File: src/rtl/m_mem_ctrl.sv
// rtl/m_mem_ctrl.sv - MEM-stage memory controller with req/ack data-memory handshake
//
// Decodes the M-stage load/store, places store data on byte lanes, runs a
// registered req/ack handshake to a variable-latency data memory, extends
// load data, stalls the pipeline while an access is outstanding and raises a
// one-cycle bus error if the memory never answers.
//
// Optional feature macro: M_MEM_CTRL_ALIGN_EXC_EN
//   defined   - misaligned lh/lhu/sh/lw/sw raise M_exc_adel / M_exc_ades and
//               issue no request
//   undefined - exception outputs tied 0, low address bits forced to the
//               natural alignment of the access
//
// Ports:
//   clk, reset (sync, active low)
//   M_op, M_fuc, M_valid, M_addr, M_wdata   M-stage instruction and operands
//   dm_req, dm_we, dm_be, dm_addr, dm_wdata registered memory request
//   dm_ack, dm_rdata                        memory completion and read word
//   M_rdata                                 extended load result
//   M_stall, M_bus_err                      pipeline freeze, timeout pulse
//   M_Tnew, M_for_mux_op                    hazard-unit information
//   M_exc_adel, M_exc_ades                  alignment exceptions

module m_mem_ctrl #(
    parameter int ADDR_W  = 32,
    parameter int TIMEOUT = 16
) (
    input  logic              clk,
    input  logic              reset,
    input  logic [5:0]        M_op,
    input  logic [5:0]        M_fuc,
    input  logic              M_valid,
    input  logic [ADDR_W-1:0] M_addr,
    input  logic [31:0]       M_wdata,
    output logic              dm_req,
    output logic              dm_we,
    output logic [3:0]        dm_be,
    output logic [ADDR_W-1:0] dm_addr,
    output logic [31:0]       dm_wdata,
    input  logic              dm_ack,
    input  logic [31:0]       dm_rdata,
    output logic [31:0]       M_rdata,
    output logic              M_stall,
    output logic              M_bus_err,
    output logic [1:0]        M_Tnew,
    output logic [2:0]        M_for_mux_op,
    output logic              M_exc_adel,
    output logic              M_exc_ades
);

    localparam logic [5:0] OP_LB  = 6'b100000;
    localparam logic [5:0] OP_LH  = 6'b100001;
    localparam logic [5:0] OP_LW  = 6'b100011;
    localparam logic [5:0] OP_LBU = 6'b100100;
    localparam logic [5:0] OP_LHU = 6'b100101;
    localparam logic [5:0] OP_SB  = 6'b101000;
    localparam logic [5:0] OP_SH  = 6'b101001;
    localparam logic [5:0] OP_SW  = 6'b101011;
    localparam logic [5:0] OP_JAL = 6'b000011;

    localparam logic [7:0] TO_LAST = 8'(TIMEOUT - 1);

    typedef enum logic [1:0] {
        S_IDLE,
        S_WAIT,
        S_DONE
    } state_t;

    state_t state, next_state;

    // funct field is not needed for memory decode
    logic unused_fuc;
    assign unused_fuc = ^M_fuc;

    logic is_load, is_store, is_byte, is_half, is_word, is_signed;

    always_comb begin
        is_load   = 1'b0;
        is_store  = 1'b0;
        is_byte   = 1'b0;
        is_half   = 1'b0;
        is_word   = 1'b0;
        is_signed = 1'b0;
        case (M_op)
            OP_LB:  begin is_load  = 1'b1; is_byte = 1'b1; is_signed = 1'b1; end
            OP_LBU: begin is_load  = 1'b1; is_byte = 1'b1; end
            OP_LH:  begin is_load  = 1'b1; is_half = 1'b1; is_signed = 1'b1; end
            OP_LHU: begin is_load  = 1'b1; is_half = 1'b1; end
            OP_LW:  begin is_load  = 1'b1; is_word = 1'b1; end
            OP_SB:  begin is_store = 1'b1; is_byte = 1'b1; end
            OP_SH:  begin is_store = 1'b1; is_half = 1'b1; end
            OP_SW:  begin is_store = 1'b1; is_word = 1'b1; end
            default: ;
        endcase
    end

    assign M_Tnew       = is_load ? 2'b01 : 2'b00;
    assign M_for_mux_op = {1'b0, (M_op == OP_JAL), is_load};

    logic       misaligned;
    logic [1:0] a_lo;

`ifdef M_MEM_CTRL_ALIGN_EXC_EN
    assign misaligned = (is_half & M_addr[0]) | (is_word & (M_addr[1:0] != 2'b00));
    assign a_lo       = M_addr[1:0];
    assign M_exc_adel = M_valid & is_load  & misaligned;
    assign M_exc_ades = M_valid & is_store & misaligned;
`else
    // Misaligned accesses are silently rounded down to natural alignment.
    assign misaligned = 1'b0;
    assign a_lo       = is_word ? 2'b00 : (is_half ? {M_addr[1], 1'b0} : M_addr[1:0]);
    assign M_exc_adel = 1'b0;
    assign M_exc_ades = 1'b0;
`endif

    logic mem_op;
    assign mem_op = M_valid & (is_load | is_store) & ~misaligned;

    // Store lane placement; loads drive no byte enables.
    logic [3:0]  be_next;
    logic [31:0] wdata_next;

    always_comb begin
        be_next    = 4'b0000;
        wdata_next = M_wdata;
        if (is_byte) begin
            wdata_next = {4{M_wdata[7:0]}};
            be_next    = 4'b0001 << a_lo;
        end else if (is_half) begin
            wdata_next = {2{M_wdata[15:0]}};
            be_next    = a_lo[1] ? 4'b1100 : 4'b0011;
        end else if (is_word) begin
            be_next    = 4'b1111;
        end
        if (!is_store) begin
            be_next = 4'b0000;
        end
    end

    // Load shape captured at issue, used when the ack returns.
    logic       ld_byte, ld_half, ld_signed;
    logic [1:0] a_q;
    logic [7:0] cnt;

    logic [7:0]  byte_sel;
    logic [15:0] half_sel;
    logic [31:0] ld_ext;

    always_comb begin
        case (a_q)
            2'd0:    byte_sel = dm_rdata[7:0];
            2'd1:    byte_sel = dm_rdata[15:8];
            2'd2:    byte_sel = dm_rdata[23:16];
            default: byte_sel = dm_rdata[31:24];
        endcase
        half_sel = a_q[1] ? dm_rdata[31:16] : dm_rdata[15:0];
        if (ld_byte) begin
            ld_extend_byte: ld_ext = {{24{ld_signed & byte_sel[7]}}, byte_sel};
        end else if (ld_half) begin
            ld_ext = {{16{ld_signed & half_sel[15]}}, half_sel};
        end else begin
            ld_ext = dm_rdata;
        end
    end

    logic timeout_hit;
    assign timeout_hit = (cnt == TO_LAST);

    always_ff @(posedge clk) begin
        if (!reset) begin
            state <= S_IDLE;
        end else begin
            state <= next_state;
        end
    end

    always_comb begin
        next_state = state;
        M_stall    = 1'b0;
        case (state)
            S_IDLE: begin
                M_stall = mem_op;
                if (mem_op) begin
                    next_state = S_WAIT;
                end
            end
            S_WAIT: begin
                M_stall = 1'b1;
                if (dm_ack || timeout_hit) begin
                    next_state = S_DONE;
                end
            end
            S_DONE:  next_state = S_IDLE;
            default: next_state = S_IDLE;
        endcase
    end

    always_ff @(posedge clk) begin
        if (!reset) begin
            dm_req    <= 1'b0;
            dm_we     <= 1'b0;
            dm_be     <= 4'b0000;
            dm_addr   <= '0;
            dm_wdata  <= 32'h0;
            M_rdata   <= 32'h0;
            M_bus_err <= 1'b0;
            cnt       <= 8'h0;
            ld_byte   <= 1'b0;
            ld_half   <= 1'b0;
            ld_signed <= 1'b0;
            a_q       <= 2'b00;
        end else begin
            M_bus_err <= 1'b0;
            case (state)
                S_IDLE: begin
                    if (mem_op) begin
                        dm_req    <= 1'b1;
                        dm_we     <= is_store;
                        dm_be     <= be_next;
                        dm_addr   <= {M_addr[ADDR_W-1:2], 2'b00};
                        dm_wdata  <= wdata_next;
                        ld_byte   <= is_byte;
                        ld_half   <= is_half;
                        ld_signed <= is_signed;
                        a_q       <= a_lo;
                        cnt       <= 8'h0;
                    end
                end
                S_WAIT: begin
                    // ack has priority over a timeout in the same cycle
                    if (dm_ack) begin
                        M_rdata <= ld_ext;
                        dm_req  <= 1'b0;
                        cnt     <= 8'h0;
                    end else if (timeout_hit) begin
                        dm_req    <= 1'b0;
                        M_bus_err <= 1'b1;
                        M_rdata   <= 32'h0;
                        cnt       <= 8'h0;
                    end else begin
                        cnt <= cnt + 8'd1;
                    end
                end
                default: ;
            endcase
        end
    end

endmodule

File: config.mk
export PLATFORM = sky130hd
export DESIGN_NAME = m_mem_ctrl
export DESIGN_NICKNAME = d
export VERILOG_FILES = /design/src/rtl/m_mem_ctrl.sv
export SDC_FILE = /design/constraint.sdc
export NUM_CORES = 1
export LEC_CHECK = 0
export CORE_AREA = 5 5 131 133
export DETAILED_ROUTE_END_ITERATION = 12
export DIE_AREA = 0 0 136 138
export PLACE_DENSITY = 0.66
export SYNTH_ARGS = -nofsm -noshare
export SYNTH_HDL_FRONTEND = slang
export SYNTH_SLANG_ARGS = --single-unit
File: constraint.sdc
create_clock -name clk -period 2.89 [get_ports clk]
set_input_delay 0.7225 -clock clk [delete_from_list [all_inputs] [get_ports clk]]
set_output_delay 0.7225 -clock clk [all_outputs]
set_load 0.02 [all_outputs]
==> out/results.ini <==
[sta]
finalSetupViolations = 0
unrepaired_setup_endpoints_after_global_routing = false
tightestPinTransition_ns = 1.10
maximum_clock_frequency_mhz = 365
fin_crit_sh_pct = 94.9
fin_setup_tns_ns = 0
finalClockSkew_ns = 0.00933
finalWorstPathRequiredPeriod_ns = 2.74
final_setup_margin_ns = 0.149
timing.max_slew.rel_slack_pct = 26.6
slew_viols_final = 0
timing_hold_violations_final = 0

[detailed_routing]
detailroute.via_count = 5147
wl_per_cell_um = 16.9
drt_pre_antenna_iters = 5
detail_route.iter0.violations = 318
detail_route.wirelength_um = 17100
drc_errors = 0
ant_nets = 0
via_per_inst = 5.07

[critical_path]
timing_worst_setup_path_type = primary input to primary output
critPathBufInv = 2
r2r_setup_slack_ns = 0.88
path_cells = clkdlybuf4s50_1 -> nand2b_1 -> nand4_1 -> nand2_1 -> clkdlybuf4s15_1
timing.critical_path.slowest_stage_cell = clkdlybuf4s50_1
critical_path.top_delay_family = buffers and inverters
worst_path_max_fanout = 5
critical_path.max_stage_delay_ns = 0.58
arrival_ns = 2.02
critical_path.endpoint_type = primary output
cp.required_ns = 2.17
critPathLaunchType = primary input

[finish]
final_core_util_pct = 52.2
areaGrowthSynthToFinish_pct = 55.2
design.final.nets = 900
n_antenna_cell = 0
fraction_of_layout_cells_with_a_size_suffix_above_1_pct = 10.1
fin_cells = 1015
num-fill-cells = 1449

[clock_network]
cts_made_buffers = 17
cts_tree = built
clkLatencyLatePin_ns = 0.41
cts_num_sinks = 116
htree_num_levels = 4
clk_pin_slew_worst_paths_ns = 0.05
clock_tree.buffer_depth = 2
cts_post_setup_buffers_inserted = 0
cts-root-buf = clkbuf_16

[placed_design]
routabilityCongestion = 0.851
detailedPlace.worstSlack_ns = -0.339
port-buffer-count = 210
dpl.hpwl_um = 12700
placed_cells_incl_taps = 984

[synth]
yosys.area_share.adder_pct = 0.237
synth_top_area_share_pct = 44.0
synth-xor-area-share_pct = 0.166
synth-compound-area-share_pct = 23.0
synthFlopType = dfxtp_1
ys_warn_count = 0
synth.cells.most_frequent = 116 x dfxtp_1, 112 x nand2_1, 41 x a21boi_0, 39 x o21ai_0, 33 x mux2i_1
synth_top_family_by_area = compound AO/OA/AOI/OAI gates
syn_area_um2 = 5280
most_common_cell_in_the_synthesized_netlist = dfxtp_1
syn_area_per_cell_um2 = 9.09
share_of_the_yosys_chip_area_belonging_to_registers_pct = 44.0
synth-edff-count = 0
post_synthesis_mux_area_share_pct = 9.88
synthesis.instances = 581
synth_simple_gate_area_share_pct = 16.9
ff_latch_count_synth = 116
netlist-cell-type-count = 57
async_flop_share_pct = 0
synth.area.top_cells = dfxtp_1 44%, nand2_1 8.0%, mux2i_1 6.3%
synth_area_leader_cell = dfxtp_1

[grt]
grt_start_max_net_pins = 82
overflow = 0
antenna_found_initial = 0
grt_pass1_vias = 5207
grt_first_pass_wirelength_um = 27400
grt_usage_pct = 18.1

[die]
floorplan.die_area_um2 = 18800
start_util_pct = 33.6
core_area_um2 = 15700
floorplan.die.height_um = 138
rows = 46
design.portCount = 223
chipWidth_um = 136

[pwr]
total_power_mw = 4.37
ir_worst_vdd_v = 0.000386
p_leak_nw = 3.19
power.density_cell_area_nw_per_um2 = 533

[job]
max_cap_viol_count = 0

[status]
outcome = complete, no violations

[worst_hold_path]
hold_class = register to register

==> cell type report <==
cell class              instances  area [um2]  share of cell area (%)
clock buffers                  23         488                    5.95
clock inverters                 8         148                    1.80
inverters                       1        3.75                  0.0458
multi-input cells             416        2680                    32.7
flip-flops and latches        116        2320                    28.3
well taps                     216         270                    3.30
repair buffers                235        2280                    27.9
==> layout by cell type (no fill, tap or decap), types with 5 or more instances in the layout <==
cell / count
clkbuf_16: 17
a221o_1: 15
a22o_1: 9
nand2b_1: 5
nand2_1: 112
a21oi_1: 28
o21ai_0: 39
a21boi_1: 5
buf_4: 25
dfxtp_1: 116
and3_1: 5
clkdlybuf4s50_1: 205
a31oi_1: 8
nand3_1: 14
a21boi_0: 41
conb_1: 6
mux2i_1: 33
nor3_1: 12
nor2_1: 11
mux4_2: 8
a21o_1: 12
==> cells by family after synthesis <==
kind of cell,after synthesis
AND/OR/NAND/NOR,190
AO/OA/AOI/OAI,176
flip-flops,116
buffers and inverters,54
multiplexers,42
adder cells (fa/ha/maj),1
other,1
XOR/XNOR,1
==> stage by stage <==
stage | cell area [um2] | hold WS, ns
4_1_cts | 8200 | 0.460
2_1_floorplan | 5300 | 0.493
3_3_place_gp | 7570 | 0.442
5_1_grt | 8200 | 0.472
6_report | 8200 | 0.455
3_5_place_dp | 7570 | 0.447
==> worst register-to-register path, stage by stage, from the launching register on <==
cell and delay [ns]:
dfxtp_1 0.50, buf_4 0.24, mux4_2 0.53, nand2_1 0.10, a21oi_2 0.19, a221o_1 0.32
==> sequential cells by signal, summed over array words and instances (netlist names), 2 cells and up <==
| name | count |
|---|---|
| M_rdata | 32 |
| a_q | 2 |
| cnt | 8 |
| dm_addr | 30 |
| dm_be | 4 |
| dm_wdata | 32 |
| state | 2 |
==> final timing paths <==
check,start,to,cells after the start
worst max-delay path,M_op[0],M_stall,5
worst min-delay path,M_rdata[10],M_rdata[10],1
worst max register to register,a_q[1],M_rdata[20],5
worst min register to register,M_rdata[10],M_rdata[10],1
==> what timing repair did <==
item                                   4_1_cts  5_1_grt
endpoints found under the hold margin        0        0
gates resized for setup                      6        5
hold buffers                                 0        0
setup endpoints to repair                    4        3
pin swaps                                    0        0
==> layer usage <==
layer | up-vias | track usage [%] | share of wire, %
met4 | 0 | 6.53 | 1.8
li1 | 2498 | - | -
met1 | 2393 | 21.6 | 41
met3 | 23 | 8.82 | 12
met2 | 233 | 28.3 | 46
met5 | - | 0 | 0
==> power breakdown <==
group | internal [mW] | total, mW | leakage, nW | switching (mW)
logic | 0.256 | 0.468 | 1.96 | 0.213
clock network | 1.53 | 2.25 | 0.301 | 0.722
registers | 1.63 | 1.65 | 0.937 | 0.0169
total | 3.41 | 4.37 | 3.19 | 0.952
No activity file was read; power rests on OpenSTA's default activity.
